File: config.mk
export PLATFORM = sky130hd
export DESIGN_NAME = video_timing_gen
export DESIGN_NICKNAME = d
export VERILOG_FILES = /design/src/rtl/video_timing_pkg.sv /design/src/rtl/video_timing_gen_pix_stb_gen.sv /design/src/rtl/video_timing_gen.sv
export SDC_FILE = /design/constraint.sdc
export NUM_CORES = 1
export LEC_CHECK = 0
export CORE_ASPECT_RATIO = 1.1
export CORE_MARGIN = 4
export CORE_UTILIZATION = 45
export DETAILED_ROUTE_END_ITERATION = 8
export HOLD_SLACK_MARGIN = 0.1
export PLACE_DENSITY = 0.71
export SYNTH_ARGS = -nofsm -noshare
export SYNTH_HDL_FRONTEND = slang
export SYNTH_HIERARCHICAL = 1
export SYNTH_SLANG_ARGS = --single-unit
export TNS_END_PERCENT = 20
File: constraint.sdc
create_clock -name i_clk -period 2.45 [get_ports i_clk]
set_clock_uncertainty 0.15 [all_clocks]
set_input_delay 0.3675 -clock i_clk [delete_from_list [all_inputs] [get_ports i_clk]]
set_output_delay 0.3675 -clock i_clk [all_outputs]
set_load 0.01 [all_outputs]
File: src/rtl/video_timing_pkg.sv
// Shared raster timing descriptions and helpers for the video timing generator.
package video_timing_pkg;

    typedef struct packed {
        int h_active;
        int h_fp;
        int h_sync;
        int h_bp;
        int v_active;
        int v_fp;
        int v_sync;
        int v_bp;
    } timing_t;

    localparam timing_t VGA_640x480  = '{640, 16, 96, 48, 480, 10, 2, 33};
    localparam timing_t SVGA_800x600 = '{800, 40, 128, 88, 600, 1, 4, 23};

    function automatic int h_total(input timing_t t);
        return t.h_active + t.h_fp + t.h_sync + t.h_bp;
    endfunction

    function automatic int v_total(input timing_t t);
        return t.v_active + t.v_fp + t.v_sync + t.v_bp;
    endfunction

endpackage

File: src/rtl/video_timing_gen_pix_stb_gen.sv
// Phase-accumulator pixel strobe: the carry out of a 16-bit accumulator
// becomes a one-clock strobe at STB_INC/65536 of the base clock rate.
module pix_stb_gen #(
    parameter logic [15:0] STB_INC = 16'h8000
) (
    input  logic i_clk,
    input  logic i_rst_n,
    input  logic i_restart,
    output logic o_stb
);

    logic [15:0] r_acc;
    logic        r_stb;
    logic [16:0] w_sum;

    assign w_sum = {1'b0, r_acc} + {1'b0, STB_INC};

    // Accumulate the increment every clock; the carry is the strobe.
    always_ff @(posedge i_clk or negedge i_rst_n) begin
        if (!i_rst_n) begin
            r_acc <= '0;
            r_stb <= 1'b0;
        end else if (i_restart) begin
            r_acc <= '0;
            r_stb <= 1'b0;
        end else begin
            r_acc <= w_sum[15:0];
            r_stb <= w_sum[16];
        end
    end

    assign o_stb = r_stb;

endmodule

File: src/rtl/video_timing_gen.sv
// Raster timing generator with integer pixel replication and a
// multiplier-free framebuffer address (row base accumulates FB_W per row).
module video_timing_gen
    import video_timing_pkg::*;
#(
    parameter int          H_ACTIVE = 640,
    parameter int          H_FP     = 16,
    parameter int          H_SYNC   = 96,
    parameter int          H_BP     = 48,
    parameter int          V_ACTIVE = 480,
    parameter int          V_FP     = 10,
    parameter int          V_SYNC   = 2,
    parameter int          V_BP     = 33,
    parameter bit          HS_POL   = 1'b0,
    parameter bit          VS_POL   = 1'b0,
    parameter logic [15:0] STB_INC  = 16'h8000,
    parameter int          SCALE_X  = 2,
    parameter int          SCALE_Y  = 2,
    parameter int          CNT_W    = 11,
    parameter int          ADDR_W   = 17
) (
    input  logic              i_clk,
    input  logic              i_rst_n,
    input  logic              i_restart,
    output logic              o_pix_stb,
    output logic              o_hs,
    output logic              o_vs,
    output logic              o_active,
    output logic              o_blank,
    output logic              o_line_start,
    output logic              o_frame_start,
    output logic              o_frame_end,
    output logic [CNT_W-1:0]  o_x,
    output logic [CNT_W-1:0]  o_y,
    output logic [CNT_W-1:0]  o_fb_x,
    output logic [CNT_W-1:0]  o_fb_y,
    output logic [ADDR_W-1:0] o_addr
);

    localparam timing_t T = '{H_ACTIVE, H_FP, H_SYNC, H_BP, V_ACTIVE, V_FP, V_SYNC, V_BP};
    localparam int H_TOTAL = h_total(T);
    localparam int V_TOTAL = v_total(T);
    localparam int FB_W    = H_ACTIVE / SCALE_X;
    localparam int FB_H    = V_ACTIVE / SCALE_Y;

    localparam logic [CNT_W-1:0]  H_LAST     = CNT_W'(H_TOTAL - 1);
    localparam logic [CNT_W-1:0]  V_LAST     = CNT_W'(V_TOTAL - 1);
    localparam logic [CNT_W-1:0]  H_ACT_LAST = CNT_W'(H_ACTIVE - 1);
    localparam logic [CNT_W-1:0]  V_ACT_LAST = CNT_W'(V_ACTIVE - 1);
    localparam logic [CNT_W-1:0]  HS_START   = CNT_W'(H_ACTIVE + H_FP);
    localparam logic [CNT_W-1:0]  HS_END     = CNT_W'(H_ACTIVE + H_FP + H_SYNC);
    localparam logic [CNT_W-1:0]  VS_START   = CNT_W'(V_ACTIVE + V_FP);
    localparam logic [CNT_W-1:0]  VS_END     = CNT_W'(V_ACTIVE + V_FP + V_SYNC);
    localparam logic [CNT_W-1:0]  SX_LAST    = CNT_W'(SCALE_X - 1);
    localparam logic [CNT_W-1:0]  SY_LAST    = CNT_W'(SCALE_Y - 1);
    localparam logic [ADDR_W-1:0] ROW_STEP   = ADDR_W'(FB_W);

    // Reject parameter sets that cannot produce a consistent raster.
    generate
        if (H_ACTIVE % SCALE_X != 0) begin : g_bad_scale_x
            $error("H_ACTIVE must be a multiple of SCALE_X");
        end
        if (V_ACTIVE % SCALE_Y != 0) begin : g_bad_scale_y
            $error("V_ACTIVE must be a multiple of SCALE_Y");
        end
        if (STB_INC == 16'h0000) begin : g_bad_stb
            $error("STB_INC must be nonzero");
        end
        if (longint'(FB_W) * longint'(FB_H) - 1 >= (longint'(1) << ADDR_W)) begin : g_bad_addr
            $error("ADDR_W too narrow for FB_W*FB_H");
        end
    endgenerate

    logic             w_stb;
    logic [CNT_W-1:0] r_h, r_v;
    logic [CNT_W-1:0] r_sx, r_sy, r_fb_x, r_fb_y;
    logic [ADDR_W-1:0] r_row_base;
    logic             w_h_wrap, w_v_wrap, w_active;

    pix_stb_gen #(
        .STB_INC (STB_INC)
    ) u_pix_stb_gen (
        .i_clk     (i_clk),
        .i_rst_n   (i_rst_n),
        .i_restart (i_restart),
        .o_stb     (w_stb)
    );

    assign w_h_wrap = (r_h == H_LAST);
    assign w_v_wrap = (r_v == V_LAST);
    assign w_active = (r_h <= H_ACT_LAST) && (r_v <= V_ACT_LAST);

    // Horizontal/vertical raster counters, advanced once per pixel strobe.
    always_ff @(posedge i_clk or negedge i_rst_n) begin
        if (!i_rst_n) begin
            r_h <= '0;
            r_v <= '0;
        end else if (i_restart) begin
            r_h <= '0;
            r_v <= '0;
        end else if (w_stb) begin
            if (w_h_wrap) begin
                r_h <= '0;
                r_v <= w_v_wrap ? '0 : r_v + 1'b1;
            end else begin
                r_h <= r_h + 1'b1;
            end
        end
    end

    // Framebuffer address state; the last visible column and row are held
    // through blanking so the final pixel address stays put until the frame wraps.
    always_ff @(posedge i_clk or negedge i_rst_n) begin
        if (!i_rst_n) begin
            r_sx       <= '0;
            r_sy       <= '0;
            r_fb_x     <= '0;
            r_fb_y     <= '0;
            r_row_base <= '0;
        end else if (i_restart) begin
            r_sx       <= '0;
            r_sy       <= '0;
            r_fb_x     <= '0;
            r_fb_y     <= '0;
            r_row_base <= '0;
        end else if (w_stb) begin
            if (w_h_wrap && w_v_wrap) begin
                r_sx       <= '0;
                r_sy       <= '0;
                r_fb_x     <= '0;
                r_fb_y     <= '0;
                r_row_base <= '0;
            end else if (w_h_wrap && (r_v < V_ACT_LAST)) begin
                r_fb_x <= '0;
                r_sx   <= '0;
                if (r_sy == SY_LAST) begin
                    r_sy       <= '0;
                    r_fb_y     <= r_fb_y + 1'b1;
                    r_row_base <= r_row_base + ROW_STEP;
                end else begin
                    r_sy <= r_sy + 1'b1;
                end
            end else if (w_active && (r_h != H_ACT_LAST)) begin
                if (r_sx == SX_LAST) begin
                    r_sx   <= '0;
                    r_fb_x <= r_fb_x + 1'b1;
                end else begin
                    r_sx <= r_sx + 1'b1;
                end
            end
        end
    end

    assign o_pix_stb     = w_stb;
    assign o_hs          = ((r_h >= HS_START) && (r_h < HS_END)) ? HS_POL : ~HS_POL;
    assign o_vs          = ((r_v >= VS_START) && (r_v < VS_END)) ? VS_POL : ~VS_POL;
    assign o_active      = w_active;
    assign o_blank       = ~w_active;
    assign o_line_start  = w_stb && (r_h == '0);
    assign o_frame_start = w_stb && (r_h == '0) && (r_v == '0);
    assign o_frame_end   = w_stb && (r_h == H_ACT_LAST) && (r_v == V_ACT_LAST);
    assign o_x           = r_h;
    assign o_y           = r_v;
    assign o_fb_x        = r_fb_x;
    assign o_fb_y        = r_fb_y;
    assign o_addr        = r_row_base + ADDR_W'(r_fb_x);

endmodule
==> reports/metrics.cfg, run 1 <==
[logic_synthesis]
synth_top_area_frac=0.4066
synth_top_family_by_area=simple AND/OR/NAND/NOR gates
async_reset_ff_frac=1.000
synth_edf_count=0
yosys.area_share.simple=0.2615
syn_area_per_cell_um2=8.714
synthAdderAreaFrac=0.04632
synth.area.top_cells=dfrtp_1, o21ai_0, ha_1
synth_xor_area_frac=0.05584
synth-main-ff-cell=dfrtp_1
yosysSeqAreaShare=0.4066
netlist_area_mm2=0.004862
synth_compound_area_frac=0.1786
synthesis.nets=579
yosys.cell_count.top_type=dfrtp_1
yosys.area.top_type=dfrtp_1
synth_seq_cells=79
ys_warn_count=6
synthMuxAreaShare=0.002059
postSynthCellCount=558
synth_top_cells_by_count=dfrtp_1, o21ai_0, nor2_1, nand2_1, nand3_1
netlist-cell-type-count=56

[die]
initial_core_util=0.4634
std_cell_rows=39
core_mm2=0.01049
die_y_um=117.0
die_w_um=107.1
ios=72
dieArea_mm2=0.01253

[min_path]
hold_class=flop to flop
whs_path_depth=1
min_from=u_pix_stb_gen/r_acc[15]$_DFF_PN0_
min_to=u_pix_stb_gen/r_acc[15]$_DFF_PN0_

[status]
status=finished, violations left
violations=negative setup slack

[place]
pre_cts_slack_ns=-0.2693
port-buffer-count=71
dpl_cell_area_mm2=0.006309
gp_congestion=0.8696
dp_hpwl_um=10040

[finish]
area_growth_pct=40.86
design_area_mm2=0.006849
drive_above_1_share=0.2461
final_nets=727
fin_util=0.6528
diodes=0

[sta]
setup_slack_ns=-0.06480
period_needed_ns=2.515
rsz0062_at_grt=yes
setup_viol=6
fin_crit_sh=1.026
fmaxAchievable_ghz=0.3976
hold_viol=0
finalMaxSlewViolations=0

[clock_network]
clockBufferDepth=2
clk_latency_ns=0.34
cts.sinks=79
clock-root-buffer=clkbuf_16
clk_pin_slew_worst_paths_ns=0.06
htreeDepth=3
cts_made_buffers=9
cts_tree=yes

[worst_setup_path]
regToRegStartpoint=o_y[6]$_DFFE_PN0P_
arrival_ns=2.00
end_kind=output port
critPathMaxFanout=3
critPathKind=flop to output port
r2r_end=o_fb_y[10]$_DFFE_PN0P_
ff2ff_path_depth=8
cp-start-kind=flop
regToRegSetupSlack_ns=0.06
required_ns=1.93

[power_and_ir_drop]
pwr-share-clk=0.351
leakage_nw=2.976
ir_drop_uv=366.5
pwr-share-seq=0.394
swShare=0.3014
p_per_area_mw_per_mm2=555.4
power_mw=3.804
switching_power_mw=1.146
comb_power_share=0.254
internal_power_mw=2.657

[routing]
drt_pre_antenna_iters=5
drt-total-wl_um=14040
vias=4962
drt_iter0_drc=326
drc=0
detail-route-antenna-nets=0
wl_per_cell_um=16.44
viasPerCell=5.810

[grt]
grt_pass1_wl_um=23720
grt_start_max_net_pins=53
antenna_found_initial=0
grt.total_usage=0.2308
grt_overflow_total=0
grt_pass1_vias=4974

[job]
cap_violations=0

cells in the final DEF, fill, tap and decap left out, drive strengths merged, types with 21 or more instances in the layout:
cell type / count
buf: 106
nand4: 21
o21ai: 58
dfrtp: 79
nand3: 29
o31ai: 22
nor2: 51
clkdlybuf4s50: 53
nand2: 47
kinds of logic (layout without fill, tap and decap cells):
logic type / count (synthesis) / count (layout)
adders and majority gates: 18 / 18
xor gates and xnor gates: 31 / 31
DFF: 79 / 79
AOI/OAI and AO/OA: 140 / 140
muxes: 1 / 1
other: 1 / 1
and+or+nand+nor: 236 / 236
buffers and inverters: 52 / 205
final cells by class:
| type | count | area [um2] |
|---|---|---|
| clock buffers | 11 | 232.7 |
| clock inverters | 5 | 58.81 |
| fillers | 831 | 3642 |
| inverters | 20 | 75.07 |
| multi-input cells | 427 | 2861 |
| flip-flops and latches | 79 | 1986 |
| well taps | 143 | 178.9 |
| repair buffers | 169 | 1456 |
registers in the layout, summed over array words and instances (netlist names):
name / count
o_fb_x: 11
o_fb_y: 11
o_x: 11
o_y: 11
r_row_base: 11
r_sx: 11
r_sy: 11
u_pix_stb_gen/o_stb: 1
u_pix_stb_gen/r_acc: 1
what timing repair did:
item / CTS / global route
pin swaps: 12 / 19
hold endpoints to repair: 27 / 0
setup buffers: 2 / 6
gates resized for setup: 59 / 35
hold buffers: 1 / 0
endpoints found under the setup margin: 25 / 44
power groups by stage:
stage	Sequential (mW)	Combinational [mW]	Clock (mW)
6_report	1.50	0.968	1.34
4_1_cts	1.50	0.931	1.36
3_5_place_dp	1.52	0.882	0
3_3_place_gp	1.51	0.860	0
2_1_floorplan	1.51	0.420	0
5_1_grt	1.51	1.06	1.42
per-layer routing:
layer | part of all wire | track usage
met1 | 0.43 | 0.2908
met2 | 0.51 | 0.3984
met3 | 0.046 | 0.04279
met4 | 0.018 | 0.08355
met5 | 0 | 0
how the worst max path moves through the flow:
stage | from | end | slack [ns] | cells past startpoint
6_report | r_row_base[7]$_DFFE_PN0P_ | o_addr[11] | -0.06 | 8
5_1_grt | o_fb_x[7]$_DFFE_PN0P_ | o_addr[16] | -0.18 | 8
2_1_floorplan | o_x[0]$_DFFE_PN0P_ | r_sx[10]$_DFFE_PN0P_ | 0.005 | 9
3_3_place_gp | o_fb_x[7]$_DFFE_PN0P_ | o_addr[11] | -0.20 | 8
4_1_cts | o_y[6]$_DFFE_PN0P_ | o_vs | -0.1 | 5
3_5_place_dp | o_fb_x[7]$_DFFE_PN0P_ | o_addr[11] | -0.27 | 8
worst max-delay path, stage by stage (launching register included):
cell,delay [ns]
dfrtp_1,0.41
ha_4,0.26
a21o_1,0.17
a21oi_2,0.16
o21bai_1,0.09
a21oi_2,0.20
buf_4,0.14
xnor2_1,0.10
buf_2,0.15
stage by stage:
step                instances  setup TNS, ns  hold slack, ns
floorplan                 558              0        -0.07809
global placement          829        -0.8481          0.1746
detailed placement        829         -1.473          0.1730
CTS                       848        -0.3287          0.2730
global route              854         -1.304          0.2790
finish                    854        -0.2725          0.2756
Note: power is estimated with default switching activity, not from simulation.
==> run 2: changes to the inputs <==
--- a/config.mk
+++ b/config.mk
@@ -6,7 +6,7 @@
 export NUM_CORES = 1
 export LEC_CHECK = 0
 export CORE_ASPECT_RATIO = 1.1
-export CORE_MARGIN = 4
+export CORE_MARGIN = 3
 export CORE_UTILIZATION = 45
 export DETAILED_ROUTE_END_ITERATION = 8
 export HOLD_SLACK_MARGIN = 0.1
==> run 2 against run 1 <==
The flow still finishes with violations (negative setup slack). Sequential share of layout area about the same. Register-to-register slack worse by 0.09 ns. Combinational power down 2%. Maximum frequency down 1.8%. Sequential power about the same. Count of clock-buffer cells in the layout down 1. Flip-flop and latch count unchanged. Global-route usage up 0.31 points.
==> reports/metrics.cfg, run 2 (synthesis gave the netlist of run 1 again) <==
[status]
status=finished, violations left
violations=negative setup slack

[grt]
grt_start_max_net_pins=36
grt_overflow_total=0
antenna_found_initial=0
grt_pass1_vias=4876
grt.total_usage=0.2338
grt_pass1_wl_um=23350

[worst_setup_path]
cp-start-kind=flop
critPathMaxFanout=2
slowest_delay_ns=0.41
regToRegStartpoint=o_y[7]$_DFFE_PN0P_
r2r_end=o_fb_x[5]$_DFFE_PN0P_
critical-path-top-delay-family=compound AO/OA/AOI/OAI gates
end_kind=output port
regToRegSetupSlack_ns=-0.03
cpMaxStageDelayCell=dfrtp_1
crit_top_cell=a21oi_2
ff2ff_path_depth=11
critPathKind=flop to output port
crit_path_cell_trace=ha_4 > a21o_1 > a21oi_2 > o21bai_1 > a21oi_2 > buf_4 > nor2_2 > xor2_1 > buf_2
arrival_ns=2.04
cp.buffers_inverters=2
required_ns=1.93

[clock_network]
clock-root-buffer=clkbuf_16
htreeDepth=3
clockBufferDepth=2
cts_tree=yes
clk_latency_ns=0.34
cts.sinks=79
clk_pin_slew_worst_paths_ns=0.06
cts_made_buffers=9

[finish]
mostFrequentLayoutCells=buf_4, dfrtp_1, o21ai_0, clkdlybuf4s50_1, nor2_1
fillCellCount=871
design_area_mm2=0.006845
fin_util=0.6555
area_growth_pct=40.79
instances_no_fill=853
diodes=0
final_common_cell=buf_4
final_nets=728
drive_above_1_share=0.2465

[power_and_ir_drop]
ir_drop_uv=435.7
leakage_nw=2.986
swShare=0.2972
p_per_area_mw_per_mm2=546.6
power_mw=3.742
internal_power_mw=2.630
comb_power_share=0.254
pwr-share-seq=0.399
switching_power_mw=1.112
pwr-share-clk=0.347

[sta]
rsz0062_at_grt=yes
hold_ws_ns=0.2778
period_needed_ns=2.560
setup_slack_ns=-0.1102
setup_viol=11
finalMaxSlewViolations=0
tns_ns=-0.3734
fin_crit_sh=1.045
fmaxAchievable_ghz=0.3906
hold_viol=0

[place]
pre_cts_slack_ns=-0.2676
port-buffer-count=71
dpl_cell_area_mm2=0.006301
gp_congestion=0.8909
placed_cells=828
dp_hpwl_um=9696

[min_path]
hold_class=flop to flop
min_from=u_pix_stb_gen/r_acc[15]$_DFF_PN0_
min_to=u_pix_stb_gen/r_acc[15]$_DFF_PN0_
whs_path_depth=1

[routing]
drt_pre_antenna_iters=5
detail-route-antenna-nets=0
drt_iter0_drc=289
drt-total-wl_um=13720
viasPerCell=5.768
drc=0
wl_per_cell_um=16.08
vias=4920

[die]
std_cell_rows=39
dieArea_mm2=0.01209
die_y_um=115.0
core_mm2=0.01044
ios=72
initial_core_util=0.4656
die_w_um=105.1

[job]
cap_violations=0

[run 2: timing repair]
item | 4_1_cts | 5_1_grt
hold buffers | 1 | 0
endpoints found under the setup margin | 25 | 55
pin swaps | 9 | 8
buffers inserted | 3 | 7
resized for setup | 59 | 35
endpoints found under the hold margin | 33 | 0
[run 2: power by group through the flow]
stage | Combinational, mW | Clock [mW] | Sequential (mW)
after CTS | 0.920 | 1.30 | 1.49
after global routing | 1.05 | 1.36 | 1.51
after detailed placement | 0.890 | 0 | 1.51
after global placement | 0.871 | 0 | 1.50
after floorplan | 0.420 | 0 | 1.51
final | 0.950 | 1.30 | 1.49
[run 2: worst max-delay path by stage]
stage / start / endpoint / slack [ns] / cells after the start
after floorplan: o_x[0]$_DFFE_PN0P_ / r_sx[10]$_DFFE_PN0P_ / 0.005 / 9
after global placement: o_fb_x[7]$_DFFE_PN0P_ / o_addr[13] / -0.19 / 8
after detailed placement: o_fb_x[7]$_DFFE_PN0P_ / o_addr[15] / -0.27 / 8
after CTS: o_y[7]$_DFFE_PN0P_ / o_active / -0.21 / 6
after global routing: r_row_base[7]$_DFFE_PN0P_ / o_addr[13] / -0.20 / 9
final: r_row_base[7]$_DFFE_PN0P_ / o_addr[13] / -0.11 / 9
[run 2: per-layer routing]
layer  vias up  share of wire  track usage
li1       2349              -            -
met1      2372           0.44       0.3079
met2       162           0.49       0.3881
met3        37          0.049      0.03144
met4         0          0.028       0.1050
met5         -              0            0
[run 2: cell type report]
cell class,count,area [um2],share of cell area
timing repair buffer,170,1449,0.2117
tap,143,178.9,0.02614
inverter,20,75.07,0.01097
clock buffer,10,229.0,0.03345
sequential,79,1984,0.2899
clock inverter,4,48.80,0.007128
multi-input combinational,427,2880,0.4208
[run 2: worst register-to-register path, stage by stage, from the launching register on]
cell       delay (ns)
dfrtp_2          0.44
buf_6            0.14
nand4_1          0.13
nand4b_1         0.21
nor3_4           0.26
buf_4            0.14
inv_2            0.05
buf_4            0.13
a2bb2oi_2        0.17
buf_12           0.17
o31ai_2          0.25
o31ai_1          0.11
==> run 3: changes to the inputs <==
--- a/config.mk
+++ b/config.mk
@@ -11,6 +11,7 @@
 export DETAILED_ROUTE_END_ITERATION = 8
 export HOLD_SLACK_MARGIN = 0.1
 export PLACE_DENSITY = 0.71
+export SLEW_MARGIN = 10
 export SYNTH_ARGS = -nofsm -noshare
 export SYNTH_HDL_FRONTEND = slang
 export SYNTH_HIERARCHICAL = 1
==> results of run 3 <==
Same layout as run 2: the final DEF is identical, and so are final timing and power.
